<file path="config.mk">
export PLATFORM = sky130hd
export DESIGN_NAME = qm_mem_arbiter
export DESIGN_NICKNAME = d
export VERILOG_FILES = /design/src/rtl/qm_mem_arbiter.sv
export SDC_FILE = /design/constraint.sdc
export NUM_CORES = 1
export LEC_CHECK = 0
export ABC_AREA = 0
export CAP_MARGIN = 20
export CORE_MARGIN = 8
export CORE_UTILIZATION = 37
export CTS_CLUSTER_SIZE = 10
export DETAILED_ROUTE_END_ITERATION = 10
export PLACE_DENSITY = 0.92
export SKIP_LAST_GASP = 1
export SYNTH_ARGS = -nofsm -noshare
export SYNTH_HDL_FRONTEND = slang
export SYNTH_SLANG_ARGS = --single-unit
</file>
<file path="constraint.sdc">
create_clock -name clk -period 3.5 [get_ports clk]
set_input_delay 0.525 -clock clk [delete_from_list [all_inputs] [get_ports clk]]
set_output_delay 0.525 -clock clk [all_outputs]
set_load 0.02 [all_outputs]
</file>
<file path="src/rtl/qm_mem_arbiter.sv">
// Round-robin arbiter giving icache (port 0) and dcache (port 1) refills one burst at a time on the RAM read port.
// Optional read watchdog: define QM_MEM_ARB_TIMEOUT_EN.
module qm_mem_arbiter #(
  parameter int TIMEOUT_CYCLES = 1024
) (
  input  logic        clk,
  input  logic        reset,
  input  logic        req0,
  input  logic        req1,
  input  logic [29:0] addr0,
  input  logic [29:0] addr1,
  input  logic [5:0]  bl0,
  input  logic [5:0]  bl1,
  output logic [31:0] rd_data,
  output logic        rd_valid0,
  output logic        rd_valid1,
  output logic        done0,
  output logic        done1,
  output logic        err0,
  output logic        err1,
  output logic        mem_cmd_clk,
  output logic        mem_rd_clk,
  output logic        mem_cmd_en,
  output logic [2:0]  mem_cmd_instr,
  output logic [5:0]  mem_cmd_bl,
  output logic [29:0] mem_cmd_addr,
  input  logic        mem_cmd_full,
  output logic        mem_rd_en,
  input  logic [31:0] mem_rd_data,
  input  logic        mem_rd_empty,
  input  logic [6:0]  mem_rd_count,
  input  logic        mem_rd_full
);

  typedef enum logic [1:0] {IDLE, CMD, READ, DONE} state_t;

  state_t      r_state, w_next;
  logic        r_grant, r_last;
  logic [5:0]  r_cnt;
  logic        w_sel, w_word, w_last_word, w_tmo;
  logic        w_unused;

  assign mem_cmd_clk = clk;
  assign mem_rd_clk  = clk;
  assign w_unused    = ^{mem_rd_count, mem_rd_full, TIMEOUT_CYCLES[0]};

  // On a tie the port that did not win last time gets the grant.
  assign w_sel       = (req0 && req1) ? ~r_last : req1;
  assign w_word      = (r_state == READ) && !mem_rd_empty;
  assign w_last_word = w_word && (r_cnt == mem_cmd_bl);

`ifdef QM_MEM_ARB_TIMEOUT_EN
  logic [31:0] r_wd;
  assign w_tmo = (r_state == READ) && !w_word && (r_wd == 32'(TIMEOUT_CYCLES - 1));

  always_ff @(posedge clk) begin
    if (reset)                 r_wd <= '0;
    else if (r_state != READ)  r_wd <= '0;
    else if (w_word)           r_wd <= '0;
    else                       r_wd <= r_wd + 32'd1;
  end
`else
  assign w_tmo = 1'b0;
`endif

  always_comb begin
    w_next = r_state;
    case (r_state)
      IDLE:    if (req0 || req1)      w_next = CMD;
      CMD:     if (!mem_cmd_full)     w_next = READ;
      READ:    if (w_last_word)       w_next = DONE;
               else if (w_tmo)        w_next = IDLE;
      DONE:                           w_next = IDLE;
      default:                        w_next = IDLE;
    endcase
  end

  always_comb begin
    mem_rd_en = w_word;
    rd_data   = mem_rd_data;
    rd_valid0 = w_word && !r_grant;
    rd_valid1 = w_word &&  r_grant;
    done0     = (r_state == DONE) && !r_grant;
    done1     = (r_state == DONE) &&  r_grant;
    err0      = w_tmo && !r_grant;
    err1      = w_tmo &&  r_grant;
  end

  always_ff @(posedge clk) begin
    if (reset) begin
      r_state       <= IDLE;
      r_grant       <= 1'b0;
      r_last        <= 1'b1;
      r_cnt         <= '0;
      mem_cmd_en    <= 1'b0;
      mem_cmd_instr <= '0;
      mem_cmd_bl    <= '0;
      mem_cmd_addr  <= '0;
    end else begin
      r_state    <= w_next;
      mem_cmd_en <= (r_state == CMD) && !mem_cmd_full;
      case (r_state)
        IDLE: if (req0 || req1) begin
          r_grant       <= w_sel;
          r_last        <= w_sel;
          mem_cmd_addr  <= w_sel ? addr1 : addr0;
          mem_cmd_bl    <= w_sel ? bl1 : bl0;
          mem_cmd_instr <= 3'b001;
        end
        CMD:  if (!mem_cmd_full) r_cnt <= '0;
        READ: if (w_word) r_cnt <= r_cnt + 6'd1;
        default: ;
      endcase
    end
  end

endmodule
</file>
After elaboration in Yosys (flattened, before gate mapping)
Cells that the tools add are included.
W data, S select, Z words.

word-level totals
  word-level logic and storage cells = 45
  output and inout port bits = 81
  bits in registers = 48
  input port bits = 118

operators by class
  reductions and logical operators = 17
  add/sub/neg operators = 1
  equality and inequality tests = 8
  mux-type cells = 10
  bitwise logic cells = 1

operators by type and width
  kind                   number
  $mux W30               1
  $mux W6                3
  $pmux W6 S2            1
  $logic_and A1 B1 Y1    8
  $ne A2 B2 Y1 const B   4
  $pmux W2 S4            1
  $add A6 B1 Y6 const B  1
  $eq A6 B6 Y1           1
  $mux W2                3
  $reduce_and A3 Y1      2
  $eq A2 B2 Y1 const B   2
  $logic_not A1 Y1       3
  $eq A2 B1 Y1 const B   1
  $logic_not A2 Y1       1
  $reduce_and A2 Y1      1
  $reduce_bool A2 Y1     1
  $logic_or A1 B1 Y1     1
  $mux W1                1
  $not A1 Y1             1

Depth between registers and ports, before layout
Gate-level depths: netlist (run 1).

  word-level depth = 5
  depth in mapped cells = 8
  mapped depth without buffers = 7

==> results.md, run 1 <==
| Quantity | Reported | Unit |
|---|---|---|
| Gates resized, CTS repair | 0 | - |
| Flip-flop cell with the highest count after synthesis | dfxtp_1 | - |
| Number of top-level design ports | 199 | - |
| Initial detailed-routing violation count | 135 | - |
| Crit-path most repeated cell | clkbuf_8 | - |
| Post-CTS repair timing setup buffer count | 0 | - |
| NumNets Final | 494 | - |
| Width of the die | 100 | µm |
| Cell at the slowest stage of the critical path | clkdlybuf4s50_1 | - |
| Sequential area share after synthesis | 36.7 | % |
| Via Count | 2252 | - |
| Synthesis-to-layout area growth | 44.2 | % |
| Min-delay worst type | reg -> reg | - |
| Max Transition Viols Final | 0 | - |
| Count of input and output buffers | 122 | - |
| Area taken by flip-flops and latches | 961 | µm² |
| Critical path peak fanout | 2 | - |
| Number of distinct library cells after synthesis | 42 | - |
| Final hold slack | 0.473 | ns |
| Worst path bufs/invs | 3 | - |
| Classification of the worst setup path | clk -> out | - |
| Final Skew | 0.00441 | ns |
| Multi-input gate area | 1290 | µm² |
| Setup violations, final | 0 | - |
| Mean Syn Cell Area | 9.13 | µm² |
| CTS Hold Bufs | 0 | - |
| TritonCTS clock tree | built | - |
| DRT Pass-1 Iters | 4 | - |
| Clock transition at the register clock pins on the worst setup and hold paths after CTS | 0.08 | ns |
| Final Hold Violating Endpoints | 0 | - |
| Die outline area | 10000 | µm² |
| Vertical die dimension | 100 | µm |
| Register-to-Register Path Depth | 6 | - |
| Share of cells above drive strength 1 | 6.20 | % |
| Reg-to-reg slack, setup | 1.42 | ns |
| Cell breakdown of the critical path | clkbuf_8 -> clkbuf_8 -> clkdlybuf4s50_1 | - |
| Synthesized netlist cell count | 287 | - |
| Source-to-sink clock delay at the later pin of the worst-skew pair | 0.39 | ns |
| Worst path max stage delay | 0.53 | ns |
| Worst Hold Launch | mem_cmd_instr[0] | - |
| Leakage power | 1.46 | nW |
| Initial antenna violation count | 0 | - |
| Drt drc | 0 | - |
| Hold worst-path end | mem_cmd_instr[0] | - |
| Run status | finished, final reports clean | - |
| Final routed wire length divided by cell count | 15.2 | µm |
| Global-route total usage across every layer | 14.3 | % |
| Launch instance of the worst register-to-register path | r_state[1] | - |
| Post-Synthesis Cell Area | 2620 | µm² |
| Filler cell count in the final layout | 652 | - |
| Number of storage elements in the synthesis netlist | 48 | - |
| R2r endpoint | mem_cmd_addr[20] | - |
| First-pass GRT wire length | 11.4 | mm |
| Worst Path Required | 2.97 | ns |
| Maximum Capacitance Violations | 0 | - |
| Row Count | 30 | - |
| Diodes inserted | 0 | - |
| Category of the worst setup path capture point | output port | - |
| Cell count of the worst hold path | 2 | - |
| Setup TNS | 0 | ns |
| Total number of yosys warnings | 0 | - |
| Cell family with most CP delay | buffers and inverters | - |
| Transition at the pin with the smallest max-transition slack | 0.882 | ns |
| Vias/cell | 4.82 | - |
| RD Place Congestion | 0.843 | - |
| Core ar. | 6830 | µm² |
| Data arrival time of the critical path | 2.52 | ns |
| Vias in the first global route | 2443 | - |
| Detail Route Antenna Nets | 0 | - |
| Total Routed Length | 7.11 | mm |
| Largest net degree at the start of global routing | 49 | - |
| Worst vdd ir | 413 | µV |
| Number of flops mapped to enable cells by yosys | 0 | - |
| Async SR Flop Fraction | 0 | % |
| Starting density of the core | 38.4 | % |
| RSZ-0062 raised after global routing | false | - |
| Power per unit of standard cell area | 674 | nW/µm² |
| Total half-perimeter wirelength after legalization and detailed placement | 5.56 | mm |
| Relative slew slack | 41.2 | % |
| Overflow left after global routing | 0 | - |
| Setup crit start kind | clock port | - |
where the power goes:
group          internal, W  total [W]  switching (W)
Clock             0.000294   0.000537       0.000243
Sequential        0.000702   0.000795      0.0000932
Combinational     0.000568    0.00122       0.000647
stage by stage:
stage	utilization [%]	instances	total power, W	instance area, µm²	setup WS (ns)
after floorplan	-	290	0.00166	2630	1.09
after global placement	53.2	455	0.00208	3630	0.717
after detailed placement	53.2	455	0.00211	3630	0.717
after CTS	55.3	467	0.00258	3780	0.450
after global routing	55.3	467	0.00273	3780	0.446
final	55.3	467	0.00255	3780	0.457
per-layer routing:
metal / up-vias / track usage [%] / wire, µm
met4: 0 / 8.72 / 187
met1: 1007 / 13.0 / 2580
li1: 1129 / - / -
met5: - / 0 / 0
met3: 24 / 6.37 / 595
met2: 92 / 25.5 / 3750
worst register-to-register path, cell delays in order, from the launching register on:
cell and delay [ns]:
dfxtp_1 0.35, inv_1 0.12, ha_1 0.27, nor2b_4 0.62, buf_12 0.31, nor2_1 0.08
a211oi_1 0.24
cell type report:
cell class,instances,area share [%]
timing repair buffer,123,32.6
clock inverter,2,0.265
clock buffer,12,4.17
inverter,3,0.331
tap,96,3.18
multi-input combinational,183,34.0
sequential,48,25.4
cell usage in the layout (no fill, tap or decap), drive strengths merged, types with 2 or more instances in the layout:
| cell | instances |
|---|---|
| clkdlybuf4s50 | 121 |
| dfxtp | 48 |
| nor2 | 46 |
| mux2i | 37 |
| a211oi | 37 |
| clkbuf | 10 |
| xor2 | 7 |
| nand2 | 7 |
| a21oi | 7 |
| ha | 6 |
| conb | 4 |
| nand2b | 4 |
| buf | 4 |
| and2 | 3 |
| clkinv | 3 |
| nor2b | 3 |
| inv | 2 |
| o211ai | 2 |
| o21ai | 2 |
state kept, by name, indices dropped and copies added, names as in the netlist:
signal,cells
r_last,1
r_cnt,6
mem_cmd_instr,1
r_state,2
mem_cmd_en,1
r_grant,1
mem_cmd_addr,30
mem_cmd_bl,6
synth_stat cells, types with 2 or more instances:
| cell | number | area share, % |
|---|---|---|
| ha_1 | 6 | 2.9 |
| nand2b_1 | 3 | 0.72 |
| buf_6 | 4 | 1.7 |
| nor2_1 | 46 | 6.6 |
| xor2_1 | 7 | 2.3 |
| and2_1 | 3 | 0.72 |
| o211ai_1 | 2 | 0.57 |
| dfxtp_1 | 48 | 37 |
| nand2_1 | 7 | 1.0 |
| mux2i_1 | 37 | 14 |
| clkbuf_1 | 8 | 1.1 |
| buf_2 | 4 | 0.76 |
| nor2b_1 | 2 | 0.48 |
| buf_4 | 39 | 11 |
| a211oi_1 | 37 | 11 |
| a21oi_1 | 7 | 1.3 |
| inv_1 | 2 | 0.29 |
kinds of logic after synthesis:
| group | count (synthesis) | synth area share [%] |
|---|---|---|
| fa+ha+maj | 6 | 2.86 |
| mux | 38 | 14.6 |
| buf+inv | 59 | 15.4 |
| flops | 48 | 36.7 |
| other cells | 1 | 0.143 |
| simple gates | 73 | 12.9 |
| xor+xnor | 8 | 2.67 |
| compound gates | 54 | 14.8 |
worst max-delay path by stage:
stage                     startpoint          end  slack (ns)  depth (start not counted)
final                            clk   mem_rd_clk        0.46                          3
after global routing             clk  mem_cmd_clk        0.45                          3
after CTS                        clk   mem_rd_clk        0.45                          3
after detailed placement         clk  mem_cmd_clk        0.72                          1
after global placement           clk  mem_cmd_clk        0.72                          1
after floorplan                  clk  mem_cmd_clk        1.09                          1
Power figures use the tool's default switching activity.
==> inputs of run 2 (changes only) <==
--- a/config.mk
+++ b/config.mk
@@ -6,8 +6,7 @@
 export NUM_CORES = 1
 export LEC_CHECK = 0
 export ABC_AREA = 0
-export CAP_MARGIN = 20
-export CORE_MARGIN = 8
+export CORE_MARGIN = 4
 export CORE_UTILIZATION = 37
 export CTS_CLUSTER_SIZE = 10
 export DETAILED_ROUTE_END_ITERATION = 10
==> run 2 against run 1 <==
Total power fell by 1.7%. Cell count fell by 0.21%. Design area fell by 0.30%. Count of clock-buffer cells in the layout fell by 1.
==> results.md, run 2 (synthesis gave the netlist of run 1 again) <==
| Quantity | Reported | Unit |
|---|---|---|
| Met1 track demand over resource | 14.8 | % |
| Worst Hold Launch | mem_cmd_instr[0] | - |
| Met3 Use GR | 5.41 | % |
| Final Hold Violating Endpoints | 0 | - |
| Most flops, register | mem_cmd_addr | - |
| Detail Route Antenna Nets | 0 | - |
| Drt drc | 0 | - |
| Hold worst-path end | mem_cmd_instr[0] | - |
| Worst vdd ir | 397 | µV |
| Final routed wire length divided by cell count | 14.1 | µm |
| First-pass GRT wire length | 10.3 | mm |
| Number of cells in the design after placement | 455 | - |
| Total half-perimeter wirelength after legalization and detailed placement | 5.08 | mm |
| Initial antenna violation count | 0 | - |
| Reg-to-reg slack, setup | 1.61 | ns |
| Share of cells above drive strength 1 | 5.95 | % |
| Critical path peak fanout | 2 | - |
| Category of the worst setup path capture point | output port | - |
| Commonest non-fill, non-tap cells in the layout | 121 x clkdlybuf4s50_1, 48 x dfxtp_1, 46 x nor2_1 | - |
| Vertical die dimension | 92.2 | µm |
| Count of input and output buffers | 122 | - |
| Setup violations, final | 0 | - |
| Crit-path most repeated cell | clkbuf_8 | - |
| Row Count | 30 | - |
| Die outline area | 8500 | µm² |
| Transition at the pin with the smallest max-transition slack | 0.886 | ns |
| Global-route total usage across every layer | 15.3 | % |
| Leakage power | 1.45 | nW |
| Setup crit start kind | clock port | - |
| Cell at the slowest stage of the critical path | clkdlybuf4s50_1 | - |
| Most heavily used metal layer in global routing | met2 | - |
| RD Place Congestion | 0.775 | - |
| GRT met2 Usage | 28.4 | % |
| Via Count | 2246 | - |
| Final Skew | 0.0106 | ns |
| Worst Path Required | 2.97 | ns |
| R2r endpoint | r_state[0] | - |
| Number of top-level design ports | 199 | - |
| Source-to-sink clock delay at the later pin of the worst-skew pair | 0.39 | ns |
| Relative slew slack | 40.9 | % |
| Starting density of the core | 38.4 | % |
| Worst path max stage delay | 0.53 | ns |
| Diodes inserted | 0 | - |
| Total Routed Length | 6.59 | mm |
| Initial detailed-routing violation count | 60 | - |
| NumNets Final | 494 | - |
| Power per unit of standard cell area | 664 | nW/µm² |
| Width of the die | 92.2 | µm |
| Run status | finished, final reports clean | - |
| Min-delay worst type | reg -> reg | - |
| Filler cell count in the final layout | 645 | - |
| Setup slack after placement | 0.717 | ns |
| TritonCTS clock tree | built | - |
| Fin cells | 466 | - |
| DRT Pass-1 Iters | 4 | - |
| Overflow left after global routing | 0 | - |
| Max Transition Viols Final | 0 | - |
| Launch instance of the worst register-to-register path | r_state[1] | - |
| Synthesis-to-layout area growth | 43.7 | % |
| Clock transition at the register clock pins on the worst setup and hold paths after CTS | 0.08 | ns |
| Maximum Capacitance Violations | 0 | - |
| Max reg flops | 30 | - |
| Cell count of the worst hold path | 2 | - |
| CTS Hold Bufs | 0 | - |
| Core ar. | 6830 | µm² |
| Data arrival time of the critical path | 2.52 | ns |
| Crit path setup slack, layout | 0.460 | ns |
| Classification of the worst setup path | clk -> out | - |
| Overall power of the completed layout | 0.00250 | W |
| Largest net degree at the start of global routing | 49 | - |
| Most common library cell in the layout ignoring fill and taps | clkdlybuf4s50_1 | - |
| Register-to-Register Path Depth | 6 | - |
| Cell breakdown of the critical path | clkbuf_8 -> clkbuf_8 -> clkdlybuf4s50_1 | - |
| Vias in the first global route | 2288 | - |
| Gates resized, CTS repair | 0 | - |
| Setup TNS | 0 | ns |
| Post-CTS repair timing setup buffer count | 0 | - |
| Final hold slack | 0.492 | ns |
| RSZ-0062 raised after global routing | false | - |
| Vias/cell | 4.82 | - |
| Biggest registers after layout | mem_cmd_addr: 30 flops, mem_cmd_bl: 6 flops, r_cnt: 6 flops | - |
run 2: area by class of cell:
cell class	count	area, µm²	share of cell area [%]
Clock buffer	11	144	3.82
Clock inverter	2	12.5	0.332
Inverter	3	12.5	0.332
Multi-Input combinational cell	183	1290	34.1
Sequential cell	48	961	25.5
Tap cell	96	120	3.19
Timing Repair Buffer	123	1230	32.7
run 2: power breakdown:
| part | internal, W | leakage (nW) | total, W | switching, W |
|---|---|---|---|---|
| registers | 0.000702 | 0.397 | 0.000795 | 0.0000933 |
| logic | 0.000560 | 0.978 | 0.00120 | 0.000640 |
| clock network | 0.000272 | 0.0766 | 0.000508 | 0.000236 |
run 2: worst max-delay path by stage:
stage                        to  from  cells past startpoint
floorplan           mem_cmd_clk   clk                      1
global placement    mem_cmd_clk   clk                      1
detailed placement  mem_cmd_clk   clk                      1
CTS                 mem_cmd_clk   clk                      3
global route        mem_cmd_clk   clk                      3
finish              mem_cmd_clk   clk                      3
run 2: critical path, delay by kind of cell:
family | cells | cell delay (ns)
buf+inv | 3 | 0.76
run 2: per-layer routing:
layer / vias to the layer above / wire length [µm]
met5: - / 0
met4: 0 / 124
met3: 17 / 494
met2: 81 / 3550
met1: 1029 / 2420
li1: 1119 / -
run 2: through the flow:
step                cell area (µm²)  util (%)
floorplan                      2630         -
CTS                            3770      55.1
global route                   3770      55.1
detailed placement             3630      53.2
global placement               3630      53.2
finish                         3770      55.1
==> variant (config.mk and constraints of run 1) <==
Build with the macro `QM_MEM_ARB_TIMEOUT_EN` defined.
--- a/src/rtl/qm_mem_arbiter.sv
+++ b/src/rtl/qm_mem_arbiter.sv
@@ -1,5 +1,7 @@
 // Round-robin arbiter giving icache (port 0) and dcache (port 1) refills one burst at a time on the RAM read port.
 // Optional read watchdog: define QM_MEM_ARB_TIMEOUT_EN.
+`define QM_MEM_ARB_TIMEOUT_EN
+
 module qm_mem_arbiter #(
   parameter int TIMEOUT_CYCLES = 1024
 ) (
Function: no difference found for any inputs over 10 cycles, from zero or initial values and one cycle with reset high; that may be too few to reach the edited logic, so the function may still have changed.
==> variant against run 1 <==
- synthesized cell count is 59% higher
- sequential cell count is 32 higher
- via count is 63% higher
- routed wire length grew 53%
- count of clock-buffer cells in the layout increased by 5
- synthesized area grew 53%
- cell area increased by 43%
- worst setup slack worse by 8.2 ps
- power up 1.8%
- sequential power is 30% higher
- critical path type is now reg -> out
- critical endpoint is now err0
- highest routed layer unchanged
==> variant: results (changes against run 1) <==
stage,metric,value,unit,change
cells_and_area,fill cell count,902,,was 652
clocking,CTS clock-pin slew for the worst setup and hold paths,80,ps,about the same
power,worst vdd ir,0.2813,mV,was 0.4133 mV
place,DPL Wire Length,8.331,mm,was 5.559 mm
yosys,Yosys cell types,42,,unchanged
place,placer's final routability congestion estimate,0.7772,,was 0.8430
global_routing,Total GRT Usage,0.1504,,was 0.1426
yosys,post-synthesis sequential area ratio,0.3991,,was 0.3666
cells_and_area,share of cells above drive strength 1,0.05720,,was 0.06199
setup_path,worst-path fanout max,9,,was 2
clocking,setup bufs post-CTS,0,,unchanged
setup_path,worst reg-to-reg path cell count,4,,was 6
global_routing,first-pass GRT wire length,17.86,mm,was 11.39 mm
cells_and_area,Top Registers,"r_wd x32, mem_cmd_addr x30",,"was mem_cmd_addr x30, mem_cmd_bl x6, r_cnt x6"
route,Post-Route WL,10.86,mm,was 7.113 mm
global_routing,pin count of the biggest net entering global routing,75,,was 49
place,Port Buffers,124,,was 122
route,drt pass-1 iters,4,,unchanged
route,1st-iter DRT viols,137,,was 135
min_path,HP Class,reg -> reg,,unchanged
route,Via density,5.370,,was 4.822
global_routing,initial antenna violation count,0,,unchanged
route,# DRC,0,,unchanged
yosys,Post-synth ARST share,0,,unchanged
yosys,synth cell count leaders,"dfxtp_1 (80), nor2_1 (63), mux2i_1 (37)",,"was dfxtp_1 (48), nor2_1 (46), buf_4 (39)"
timing,setup tns final,0,ps,unchanged
setup_path,CP max stage cell,clkdlybuf4s50_1,,unchanged
place,placed instance area,5085,µm²,was 3631 µm²
cells_and_area,Diodes inserted,0,,unchanged
min_path,hold path cells,1,,was 2
power,Leak,1.892,nW,was 1.464 nW
timing,skew final,14.00,ps,was 4.406 ps
setup_path,crit path DAT,2530,ps,was 2520 ps
cells_and_area,nets,657,,was 494
yosys,top post-synthesis cells by area,"dfxtp_1 (40%), mux2i_1 (9.2%), a211oi_1 (6.7%), buf_4 (6.7%), nor2_1 (5.9%)",,"was dfxtp_1 (37%), mux2i_1 (14%), buf_4 (11%), a211oi_1 (11%), nor2_1 (6.6%)"
run_status,status,finished clean,,unchanged
setup_path,CP peak stage delay,670,ps,was 530 ps
timing,Worst Tran Pin Value,684.2,ps,was 881.5 ps
clocking,CTS resizes,0,,unchanged
clocking,Worst-Skew Late Latency,450,ps,was 390 ps
yosys,Synth warnings,0,,unchanged
global_routing,vias in the first global route,3849,,was 2443
==> variant: cell count changes after synthesis, sizes merged, moves of 12 or more <==
| cell | before | now |
|---|---|---|
| dfxtp | 48 | 80 |
| clkbuf | 8 | 24 |
| a21oi | 7 | 20 |
| xor2 | 7 | 19 |
| nor2 | 46 | 63 |
| nand4 | 1 | 15 |
==> variant: cell type report <==
class / count / area, µm² / area share
Clock inverter: 5 / 86.33 / 0.01601
Clock buffer: 17 / 226.5 / 0.04200
Tap cell: 140 / 175.2 / 0.03248
Sequential cell: 80 / 1602 / 0.2970
Inverter: 5 / 18.77 / 0.003480
Multi-Input combinational cell: 307 / 2011 / 0.3729
Timing Repair Buffer: 128 / 1274 / 0.2362
==> variant: logic make-up (layout without fill, tap and decap cells) <==
group,after synthesis,count (layout),synth area share
muxes,37,37,0.09230
and+or+nand+nor,158,158,0.2042
buffers and inverters,71,155,0.1048
DFF,80,80,0.3991
other,1,2,0.0009346
xor gates and xnor gates,23,23,0.05020
adders and majority gates,2,2,0.006235
AOI/OAI and AO/OA,85,85,0.1422
==> variant: layer usage <==
metal  track usage  part of all wire
met5             0                 0
met4       0.07728             0.021
met3       0.07891              0.10
met2        0.2574              0.50
met1        0.1456              0.38
==> variant: report_power, final <==
part	leakage [nW]	internal [W]	switching, W
clock	0.157	0.000584	0.000409
combinational	1.08	0.000284	0.000282
sequential	0.655	0.000983	0.0000510
total	1.89	0.00185	0.000742
==> variant: final timing paths <==
kind	from	to	slack [ps]
setup / recovery	r_wd[0]	err0	450
hold / removal	r_wd[0]	r_wd[0]	450
setup reg to reg	r_wd[10]	r_wd[21]	1430
hold reg to reg	r_wd[0]	r_wd[0]	450
==> variant: critical path: cells and delay by family, from the launching register on <==
kind	cells	cell delay [ps]
simple gates	2	660
flops	1	360
buf+inv	1	670
fa+ha+maj	1	380
==> variant: metrics by stage <==
step / setup WS [ps] / utilization / instances
detailed placement: 716.5 / 0.4753 / 661
floorplan: 1091 / - / 458
global route: 283.7 / 0.5041 / 682
finish: 449.1 / 0.5041 / 682
CTS: 443.7 / 0.5027 / 681
global placement: 716.5 / 0.4753 / 661
